### src/rtl/mem_access_pkg.sv
// Shared types and constants for the load/store sequencer and its I/O register bank.
package mem_access_pkg;

    localparam int DATA_W_DEF = 24;
    localparam int ADDR_W_DEF = 14;
    localparam int OFFSET_W   = ADDR_W_DEF - 1;

    typedef enum logic [2:0] {
        IDLE  = 3'd0,
        DMEM  = 3'd1,
        DWAIT = 3'd2,
        IO    = 3'd3,
        RESP  = 3'd4
    } state_e;

    localparam logic [OFFSET_W-1:0] IO_OUT     = 13'h0000;
    localparam logic [OFFSET_W-1:0] IO_IN      = 13'h0001;
    localparam logic [OFFSET_W-1:0] IO_SCRATCH = 13'h0002;
    localparam logic [OFFSET_W-1:0] IO_CYCLE   = 13'h0003;

endpackage

### src/rtl/mem_io_regs.sv
// Memory-mapped I/O bank: io_out, synchronized io_in, scratch and, when
// MEM_ACCESS_CYCLE_CNT_EN is defined, a free-running cycle counter.
module mem_io_regs
    import mem_access_pkg::*;
#(
    parameter int DATA_W      = DATA_W_DEF,
    parameter int ADDR_W      = ADDR_W_DEF,
    parameter int SYNC_STAGES = 2
) (
    input  logic              clk_i,
    input  logic              rst_ni,
    input  logic              sel_i,
    input  logic              we_i,
    input  logic [ADDR_W-2:0] offset_i,
    input  logic [DATA_W-1:0] wdata_i,
    input  logic [DATA_W-1:0] io_in_i,
    output logic [DATA_W-1:0] rdata_o,
    output logic              err_o,
    output logic [DATA_W-1:0] io_out_o
);

    logic [DATA_W-1:0] io_out_q;
    logic [DATA_W-1:0] scratch_q;
    logic [DATA_W-1:0] sync_q [SYNC_STAGES];
    logic              wr_out_s;
    logic              wr_scr_s;
`ifdef MEM_ACCESS_CYCLE_CNT_EN
    logic [DATA_W-1:0] cnt_q;
    logic              wr_cnt_s;
`endif

    // Read decode and unmapped-offset detection; unmapped loads return zero.
    always_comb begin
        rdata_o = '0;
        err_o   = 1'b0;
        case (offset_i)
            IO_OUT:     rdata_o = io_out_q;
            IO_IN:      rdata_o = sync_q[SYNC_STAGES-1];
            IO_SCRATCH: rdata_o = scratch_q;
`ifdef MEM_ACCESS_CYCLE_CNT_EN
            IO_CYCLE:   rdata_o = cnt_q;
`endif
            default:    err_o   = 1'b1;
        endcase
    end

    // Write strobes, qualified by an active I/O store.
    always_comb begin
        wr_out_s = sel_i && we_i && (offset_i == IO_OUT);
        wr_scr_s = sel_i && we_i && (offset_i == IO_SCRATCH);
`ifdef MEM_ACCESS_CYCLE_CNT_EN
        wr_cnt_s = sel_i && we_i && (offset_i == IO_CYCLE);
`endif
    end

    // Writable registers and the io_in synchronizer chain.
    always_ff @(posedge clk_i or negedge rst_ni) begin
        if (!rst_ni) begin
            io_out_q  <= '0;
            scratch_q <= '0;
            for (int i = 0; i < SYNC_STAGES; i++) begin
                sync_q[i] <= '0;
            end
        end else begin
            if (wr_out_s) begin
                io_out_q <= wdata_i;
            end
            if (wr_scr_s) begin
                scratch_q <= wdata_i;
            end
            sync_q[0] <= io_in_i;
            for (int i = 1; i < SYNC_STAGES; i++) begin
                sync_q[i] <= sync_q[i-1];
            end
        end
    end

`ifdef MEM_ACCESS_CYCLE_CNT_EN
    // Free-running counter; a store to its offset restarts it from zero.
    always_ff @(posedge clk_i or negedge rst_ni) begin
        if (!rst_ni) begin
            cnt_q <= '0;
        end else if (wr_cnt_s) begin
            cnt_q <= '0;
        end else begin
            cnt_q <= cnt_q + DATA_W'(1);
        end
    end
`endif

    assign io_out_o = io_out_q;

endmodule

### src/rtl/mem_access_unit.sv
// Multicycle load/store sequencer: CPU req/ready handshake, data_memory strobes
// and I/O bank dispatch. Cycle counter at 0x2003 enabled by MEM_ACCESS_CYCLE_CNT_EN.
module mem_access_unit
    import mem_access_pkg::*;
#(
    parameter int DATA_W      = DATA_W_DEF,
    parameter int ADDR_W      = ADDR_W_DEF,
    parameter int SYNC_STAGES = 2
) (
    input  logic              clk,
    input  logic              rst_n,
    input  logic              cpu_req,
    input  logic              cpu_we,
    input  logic [ADDR_W-1:0] cpu_addr,
    input  logic [DATA_W-1:0] cpu_wdata,
    output logic              cpu_ready,
    output logic [DATA_W-1:0] cpu_rdata,
    output logic              cpu_err,
    output logic              dmem_we,
    output logic              dmem_re,
    output logic [ADDR_W-1:0] dmem_addr,
    output logic [DATA_W-1:0] dmem_wdata,
    input  logic [DATA_W-1:0] dmem_rdata,
    input  logic [DATA_W-1:0] io_in,
    output logic [DATA_W-1:0] io_out
);

    state_e            state_q;
    logic              we_q;
    logic [ADDR_W-1:0] addr_q;
    logic [DATA_W-1:0] wdata_q;
    logic              ready_q;
    logic              err_q;
    logic [DATA_W-1:0] rdata_q;
    logic              dmem_we_q;
    logic              dmem_re_q;
    logic [DATA_W-1:0] io_rdata_s;
    logic              io_err_s;
    logic              io_sel_s;

    assign io_sel_s = (state_q == IO);

    mem_io_regs #(
        .DATA_W      (DATA_W),
        .ADDR_W      (ADDR_W),
        .SYNC_STAGES (SYNC_STAGES)
    ) u_io_regs (
        .clk_i    (clk),
        .rst_ni   (rst_n),
        .sel_i    (io_sel_s),
        .we_i     (we_q),
        .offset_i (addr_q[ADDR_W-2:0]),
        .wdata_i  (wdata_q),
        .io_in_i  (io_in),
        .rdata_o  (io_rdata_s),
        .err_o    (io_err_s),
        .io_out_o (io_out)
    );

    // Sequencer FSM; strobes and handshake outputs are set one state early so they are registered.
    always_ff @(posedge clk or negedge rst_n) begin
        if (!rst_n) begin
            state_q   <= IDLE;
            we_q      <= 1'b0;
            addr_q    <= '0;
            wdata_q   <= '0;
            ready_q   <= 1'b0;
            err_q     <= 1'b0;
            rdata_q   <= '0;
            dmem_we_q <= 1'b0;
            dmem_re_q <= 1'b0;
        end else begin
            case (state_q)
                IDLE: begin
                    ready_q <= 1'b0;
                    err_q   <= 1'b0;
                    if (cpu_req) begin
                        we_q    <= cpu_we;
                        addr_q  <= cpu_addr;
                        wdata_q <= cpu_wdata;
                        if (!cpu_addr[ADDR_W-1]) begin
                            state_q   <= DMEM;
                            dmem_we_q <= cpu_we;
                            dmem_re_q <= ~cpu_we;
                        end else begin
                            state_q <= IO;
                        end
                    end
                end
                DMEM: begin
                    dmem_we_q <= 1'b0;
                    dmem_re_q <= 1'b0;
                    if (we_q) begin
                        state_q <= RESP;
                        ready_q <= 1'b1;
                        err_q   <= 1'b0;
                    end else begin
                        state_q <= DWAIT;
                    end
                end
                DWAIT: begin
                    rdata_q <= dmem_rdata;
                    ready_q <= 1'b1;
                    err_q   <= 1'b0;
                    state_q <= RESP;
                end
                IO: begin
                    if (!we_q) begin
                        rdata_q <= io_rdata_s;
                    end
                    ready_q <= 1'b1;
                    err_q   <= io_err_s;
                    state_q <= RESP;
                end
                RESP: begin
                    ready_q <= 1'b0;
                    err_q   <= 1'b0;
                    state_q <= IDLE;
                end
                default: begin
                    ready_q   <= 1'b0;
                    err_q     <= 1'b0;
                    dmem_we_q <= 1'b0;
                    dmem_re_q <= 1'b0;
                    state_q   <= IDLE;
                end
            endcase
        end
    end

    assign cpu_ready  = ready_q;
    assign cpu_err    = err_q;
    assign cpu_rdata  = rdata_q;
    assign dmem_we    = dmem_we_q;
    assign dmem_re    = dmem_re_q;
    assign dmem_addr  = addr_q;
    assign dmem_wdata = wdata_q;

endmodule

### config.mk
export PLATFORM = sky130hd
export DESIGN_NAME = mem_access_unit
export DESIGN_NICKNAME = d
export VERILOG_FILES = /design/src/rtl/mem_access_pkg.sv /design/src/rtl/mem_io_regs.sv /design/src/rtl/mem_access_unit.sv
export SDC_FILE = /design/constraint.sdc
export NUM_CORES = 1
export LEC_CHECK = 0
export CELL_PAD_IN_SITES_DETAIL_PLACEMENT = 0
export CELL_PAD_IN_SITES_GLOBAL_PLACEMENT = 1
export CORE_ASPECT_RATIO = 1.2
export CORE_MARGIN = 2
export CORE_UTILIZATION = 32
export CTS_BUF_LIST = sky130_fd_sc_hd__clkbuf_16
export DETAILED_ROUTE_END_ITERATION = 16
export GPL_ROUTABILITY_DRIVEN = 0
export GPL_TIMING_DRIVEN = 0
export MAX_ROUTING_LAYER = met4
export PLACE_DENSITY_LB_ADDON = 0.25
export SLEW_MARGIN = 20
export SYNTH_ARGS = -nofsm -noshare
export SYNTH_HDL_FRONTEND = slang
export SYNTH_SLANG_ARGS = --single-unit
### constraint.sdc
create_clock -name clk -period 2.2 [get_ports clk]
set_clock_uncertainty 0.15 [all_clocks]
set_input_delay 0.22 -clock clk [delete_from_list [all_inputs] [get_ports clk]]
set_output_delay 0.22 -clock clk [all_outputs]
set_load 0.05 [all_outputs]
==> key figures, run 1 <==
Outcome
  – Result of the run: finished, violations left
  – Violated checks: negative setup slack

Logic synthesis
  – Number of synthesized flops with an enable pin: 0
  – Mapped Area: 6480 sq um
  – #FFs+latches synth: 166
  – Gate count of the mapped netlist: 460
  – Sequential cell area fraction in the yosys report: 64.1%
  – Adder-Cell Fraction of Synth Area: 0%
  – Largest cells by area after synthesis: sky130_fd_sc_hd__dfrtp_1, sky130_fd_sc_hd__mux2_2, sky130_fd_sc_hd__mux2_4
  – Prevailing post-synth register cell: sky130_fd_sc_hd__dfrtp_1
  – Dominant combinational cell family by area after synthesis: multiplexers
  – Async set-or-reset flop fraction in the synthesized netlist: 100%
  – Area fraction of the dominant cell type after synthesis: 64.1%
  – Mapped Nets: 550
  – Compound-cell area share of the yosys netlist: 6.57%
  – Number of distinct library cell variants in the gate-level netlist after synthesis: 32
  – Mux share of post-synthesis cell area: 20.2%
  – Simple-Gate Fraction of Synth Area: 6.70%
  – Yosys warnings: 0
  – Synthesized-area fraction occupied by xor and xnor cells: 0%
  – Post-synth top area cell: sky130_fd_sc_hd__dfrtp_1
  – Mean post-synth cell area: 14.1 sq um

Pwr
  – Leakage: 0.00413 uW
  – Internal power: 7590 uW
  – Clk pwr share: 23.2%
  – Worst ir drop on vdd: 828 uV
  – Reg power frac: 32.8%
  – Switching part of the total: 42.6%
  – Switching power of the nets: 5650 uW
  – Power Density: 1370 nW/um^2
  – Overall power consumption: 13,200 uW
  – Power share of the combinational group: 43.9%

Global routing
  – First-pass GRT wire length: 27.6 mm
  – Largest net degree at the start of global routing: 99
  – Antenna violations before repair: 0
  – Total global routing overflow: 0
  – GRT Resource Usage Total: 17.5%
  – Via count of the first global-routing pass: 4,892

Worst setup path
  – Library cell appearing most often on the critical path: sky130_fd_sc_hd__buf_12
  – CP Data Required Time: 2.35 ns
  – Kind of end point of the critical path: flop
  – Launching instance or port of the critical path: dmem_addr[8]
  – Largest fanout on the critical path: 5
  – Type of the setup path with the least slack: flop to flop
  – FF-to-FF Start: dmem_addr[8]
  – Crit path DAT: 2.40 ns
  – Worst path cell trace: nor4_4 -> nand4_1 -> nor4b_4 -> buf_6 -> buf_12 -> buf_12 -> mux2_4
  – Master of the slowest instance on the critical path: sky130_fd_sc_hd__dfrtp_2
  – Crit path launch type: flop
  – R2r setup slk: -0.04 ns
  – Maximum cell stage delay along the critical path: 0.43 ns
  – Cell family with most CP delay: simple AND/OR/NAND/NOR gates
  – WP buf/inv: 3

Route
  – Via density per instance: 4.72
  – Overall routed net length: 17.7 mm
  – Number of DRC violations after detailed routing: 0
  – First-pass detailed-route iteration total: 4
  – Antenna violation net count after detailed routing: 0
  – Number of DRC markers after the initial detailed-route iteration: 179
  – Total via count in the routed design: 4,489
  – Average detailed-routed wire length per instance: 18.6 um

STA
  – RSZ-0062 raised after global routing: true
  – Slew headroom: 57.0%
  – Final count of hold timing violations: 0
  – Count of final max-slew check failures: 0
  – Setup slack after layout: -0.0424 ns
  – Worst hold margin: 0.0709 ns
  – Min Tclk post-route: 2.24 ns
  – Maximum operating frequency: 446 MHz
  – Share of the cycle needed by the critical path after routing: 102%
  – TNS Setup: -0.193 ns
  – Final setup viols: 5
  – Measured slew at the worst slew-check pin: 0.645 ns

Clock network
  – Clock input transition at the sequential cells of the worst setup and hold paths: 0.08 ns
  – Maximum clock path buffer count: 2
  – Clock tree from TritonCTS: built
  – CTS sink count: 166
  – Latest clock arrival within the worst-skew pair: 0.42 ns
  – Number of buffers inserted during clock tree synthesis: 17
  – H-tree lvl count: 4
  – Clk Tree Root Cell: sky130_fd_sc_hd__clkbuf_16

Cells and area
  – Fin nets: 764
  – Number of fillers in the final layout: 1,761
  – Top library cells by usage in the layout, fill and taps aside: sky130_fd_sc_hd__clkdlybuf4s50_1, sky130_fd_sc_hd__dfrtp_1, sky130_fd_sc_hd__a21oi_1, sky130_fd_sc_hd__mux2_2, sky130_fd_sc_hd__mux2_4
  – Fraction of final layout cells with drive strength greater than 1: 25.3%
  – Ant diodes: 0
  – Leading cell type in the layout, fill and taps excluded: sky130_fd_sc_hd__clkdlybuf4s50_1
  – Count of non-filler cells in the finished layout: 952
  – Synthesis-to-layout area growth: 49.3%

Place
  – Cell total after placement: 905
  – Placed wire-length estimate: 11.9 mm
  – Count of port buffers added during placement: 179

Floorplan
  – Die width: 134 um
  – Vertical die dimension: 160 um
  – Placement row count: 57
  – Std-Cell Core Area: 20,000 sq um
  – Ports: 180
  – Die Outline Area: 21,400 sq um
  – Initial core utilization: 32.3%

Hold path
  – Path category of the worst min-delay check: input port to flop
  – Startpoint of the worst hold path: io_in[20]

Job
  – Max Cap Violations: 0
power groups by stage:
| stage | combinational, uW | sequential, uW | clock (uW) |
|---|---|---|---|
| floorplan | 1650 | 6360 | 0 |
| global placement | 5750 | 4360 | 0 |
| detailed placement | 5800 | 4390 | 0 |
| CTS | 5850 | 4350 | 3170 |
| global route | 6160 | 4450 | 3300 |
| finish | 5820 | 4340 | 3080 |
through the flow:
step	area [sq um]	setup WS [ns]	util (%)
2_1_floorplan	6500	-0.0665	-
3_3_place_gp	8630	-6.51	43.0
3_5_place_dp	8660	-0.338	43.2
4_1_cts	9490	-0.185	47.4
5_1_grt	9670	-0.165	48.2
6_report	9670	-0.0424	48.2
cells in the mapped netlist, types with 2 or more instances:
| cell type | n |
|---|---|
| sky130_fd_sc_hd__nor2_1 | 26 |
| sky130_fd_sc_hd__nor4_2 | 2 |
| sky130_fd_sc_hd__o21ai_0 | 22 |
| sky130_fd_sc_hd__mux2_4 | 20 |
| sky130_fd_sc_hd__o21ai_1 | 3 |
| sky130_fd_sc_hd__nand2b_1 | 2 |
| sky130_fd_sc_hd__nor3b_1 | 25 |
| sky130_fd_sc_hd__nand2_1 | 4 |
| sky130_fd_sc_hd__mux2i_1 | 24 |
| sky130_fd_sc_hd__mux2_2 | 68 |
| sky130_fd_sc_hd__clkbuf_1 | 15 |
| sky130_fd_sc_hd__buf_6 | 2 |
| sky130_fd_sc_hd__nor3_1 | 2 |
| sky130_fd_sc_hd__buf_2 | 11 |
| sky130_fd_sc_hd__buf_4 | 2 |
| sky130_fd_sc_hd__a21oi_1 | 51 |
| sky130_fd_sc_hd__dfrtp_1 | 166 |
final cells by class:
| cell class | instances | area (sq um) | share of cell area, % |
|---|---|---|---|
| Buffer | 30 | 216 | 2.24 |
| Inverter | 1 | 3.75 | 0.0388 |
| Clock inverter | 15 | 189 | 1.95 |
| Tap cell | 265 | 332 | 3.43 |
| Clock buffer | 17 | 425 | 4.40 |
| Timing Repair Buffer | 196 | 2050 | 21.2 |
| Sequential cell | 166 | 4160 | 43.1 |
| Multi-Input combinational cell | 262 | 2290 | 23.7 |
kinds of logic (layout without fill, tap and decap cells):
family                 Yosys count  in the layout
and+or+nand+nor                 69             69
muxes                          112            112
AOI/OAI and AO/OA               81             81
buffers and inverters           32            259
DFF                            166            166
sequential cells by signal (all words and copies together), names as in the netlist:
signal,count
u_io_regs.sync_q,48
state_q,3
dmem_wdata,24
cpu_err,1
we_q,1
u_io_regs.io_out_o,24
cpu_rdata,24
dmem_re,1
dmem_we,1
u_io_regs.scratch_q,24
dmem_addr,14
cpu_ready,1
per-layer routing:
layer  share of wire, %  global-route usage [%]
met1                 43                    21.8
met2                 51                    28.1
met3                5.5                    4.54
met4               0.94                    5.51
met5                  0                       -
repair_timing:
action                     in CTS  in global routing
setup endpoints to repair     101                 77
pin swaps                       4                  4
hold buffers                    1                  0
buffers inserted                7                  4
cloned                          2                  2
hold endpoints to repair       68                  0
resized for setup              23                 46
path summary, 6_finish.rpt:
path	end	cells past startpoint
max	u_io_regs.io_out_o[3]	7
min	u_io_regs.sync_q[44]	1
max reg2reg	u_io_regs.io_out_o[3]	7
min reg2reg	u_io_regs.sync_q[12]	0
max in group asynchronous	u_io_regs.scratch_q[1]	3
min in group asynchronous	u_io_regs.sync_q[6]	2
No activity file was read; power rests on OpenSTA's default activity.
==> run 2, diff against run 1 <==
Settings changed: SLEW_MARGIN 20 to 10.
Clock period 2.2 ns to 2.7 ns, I/O delays scaled along.
==> key figures, run 2 (synthesis gave the netlist of run 1 again) <==
Clock network
  – Maximum clock path buffer count: 2
  – Clock tree from TritonCTS: built
  – Post-CTS resize count: 0
  – Clk Tree Root Cell: sky130_fd_sc_hd__clkbuf_16
  – Number of buffers inserted during clock tree synthesis: 17
  – Clock input transition at the sequential cells of the worst setup and hold paths: 0.08 ns
  – H-tree lvl count: 4
  – Latest clock arrival within the worst-skew pair: 0.43 ns
  – CTS sink count: 166

Worst setup path
  – Crit. path cell count: 5
  – FF-to-FF Start: dmem_addr[8]
  – Crit path launch type: flop
  – Maximum cell stage delay along the critical path: 0.62 ns
  – WP buf/inv: 1
  – Largest fanout on the critical path: 10
  – Endpoint of the most critical register-to-register path: u_io_regs.io_out_o[13]
  – Launching instance or port of the critical path: dmem_addr[8]
  – Master of the slowest instance on the critical path: sky130_fd_sc_hd__nor4b_4
  – Cell family with most CP delay: simple AND/OR/NAND/NOR gates
  – Worst R2R Path Depth: 5
  – Endpoint of the most critical setup path: u_io_regs.io_out_o[13]
  – Type of the setup path with the least slack: flop to flop
  – Crit path DAT: 2.69 ns
  – Kind of end point of the critical path: flop
  – R2r setup slk: 0.17 ns
  – CP Data Required Time: 2.85 ns
  – Worst path cell trace: nor4_2 -> nand4_1 -> nor4b_4 -> buf_6 -> mux2_4

Cells and area
  – Final design instance area without fill: 9230 sq um
  – Top library cells by usage in the layout, fill and taps aside: sky130_fd_sc_hd__clkdlybuf4s50_1, sky130_fd_sc_hd__dfrtp_1, sky130_fd_sc_hd__mux2_2, sky130_fd_sc_hd__a21oi_1, sky130_fd_sc_hd__nor2_1
  – Ant diodes: 0
  – Number of fillers in the final layout: 1,838
  – Fraction of final layout cells with drive strength greater than 1: 21.0%
  – Synthesis-to-layout area growth: 42.5%
  – Sequential cell area: 4150 sq um
  – Final Util: 46.1%
  – Max FFs per register: 48
  – Register ranked first by flip-flop count: u_io_regs.sync_q
  – Leading cell type in the layout, fill and taps excluded: sky130_fd_sc_hd__clkdlybuf4s50_1
  – Fin nets: 750
  – Multi-input combinational cell area: 2170 sq um

Route
  – Number of DRC violations after detailed routing: 0
  – Via density per instance: 4.66
  – Total via count in the routed design: 4,372
  – First-pass detailed-route iteration total: 4
  – Average detailed-routed wire length per instance: 18.7 um
  – Number of DRC markers after the initial detailed-route iteration: 212
  – Overall routed net length: 17.6 mm
  – Antenna violation net count after detailed routing: 0

Floorplan
  – Std-Cell Core Area: 20,000 sq um
  – Die Outline Area: 21,400 sq um
  – Placement row count: 57
  – Initial core utilization: 32.3%
  – Ports: 180
  – Vertical die dimension: 160 um
  – Die width: 134 um

Pwr
  – Power Density: 1140 nW/um^2
  – Worst ir drop on vdd: 509 uV
  – Leakage: 0.00394 uW

STA
  – Count of final max-slew check failures: 0
  – Share of the cycle needed by the critical path after routing: 93.8%
  – Worst hold margin: 0.124 ns
  – Setup slack after layout: 0.166 ns
  – Min Tclk post-route: 2.53 ns
  – Measured slew at the worst slew-check pin: 0.920 ns
  – Final setup viols: 0
  – Slew headroom: 38.5%
  – Final count of hold timing violations: 0
  – Maximum operating frequency: 395 MHz
  – RSZ-0062 raised after global routing: false

Job
  – Max Cap Violations: 0

Global routing
  – Antenna violations before repair: 0
  – Largest net degree at the start of global routing: 103
  – First-pass GRT wire length: 27.8 mm
  – Total global routing overflow: 0
  – GRT Resource Usage Total: 17.8%
  – Via count of the first global-routing pass: 4,886

Outcome
  – Result of the run: complete, no violations

Place
  – Placed wire-length estimate: 12.2 mm
  – Count of port buffers added during placement: 179
  – Post-placement worst setup slack: -0.0605 ns
  – Placed standard-cell area: 8630 sq um

Hold path
  – Path category of the worst min-delay check: input port to flop
  – Number of stages on the worst hold path: 1
-- run 2: cell types whose count changed in the layout (fill, tap and decap cells not counted), sizes merged --
cell	before	now
clkinv	5	7
bufinv	2	0
buf	31	18
clkbuf	33	32
-- run 2: timing repair --
action	CTS	global route
hold endpoints to repair	64	0
setup buffers	0	0
hold buffers	1	0
-- run 2: power by group --
group          switching (uW)  internal, uW
Combinational            3000          1660
Sequential                462          3040
Clock                    1120          1240
Total                    4590          5950
-- run 2: area by class of cell --
class / count / share of cell area [%]
flip-flops and latches: 166 / 45.0
multi-input cells: 262 / 23.5
repair buffers: 181 / 19.9
clock buffers: 17 / 4.61
well taps: 265 / 3.59
clock inverters: 15 / 1.75
plain buffers: 31 / 1.65
inverters: 1 / 0.0407
-- run 2: worst min path at each step --
stage,startpoint,to,slack (ns)
2_1_floorplan,rst_n,cpu_err,-0.18
3_3_place_gp,u_io_regs.sync_q[27],u_io_regs.sync_q[3],0.18
3_5_place_dp,rst_n,u_io_regs.sync_q[45],0.1
4_1_cts,io_in[21],u_io_regs.sync_q[45],0.10
5_1_grt,io_in[19],u_io_regs.sync_q[43],0.10
6_report,io_in[19],u_io_regs.sync_q[43],0.12
-- run 2: per-layer routing --
| metal | vias to the layer above | GRT usage [%] | part of all wire [%] |
|---|---|---|---|
| li1 | 2027 | - | - |
| met1 | 2209 | 20.7 | 41 |
| met2 | 120 | 29.8 | 52 |
| met3 | 16 | 5.37 | 6.4 |
| met4 | 0 | 5.32 | 1.4 |
| met5 | - | - | 0 |
-- run 2: through the flow --
step / power [uW] / TNS [ns] / instances
2_1_floorplan: 6480 / 0 / 460
3_3_place_gp: 8220 / -906.49 / 904
3_5_place_dp: 8280 / -0.469 / 905
4_1_cts: 10700 / 0 / 938
5_1_grt: 11100 / 0 / 938
6_report: 10500 / 0 / 938
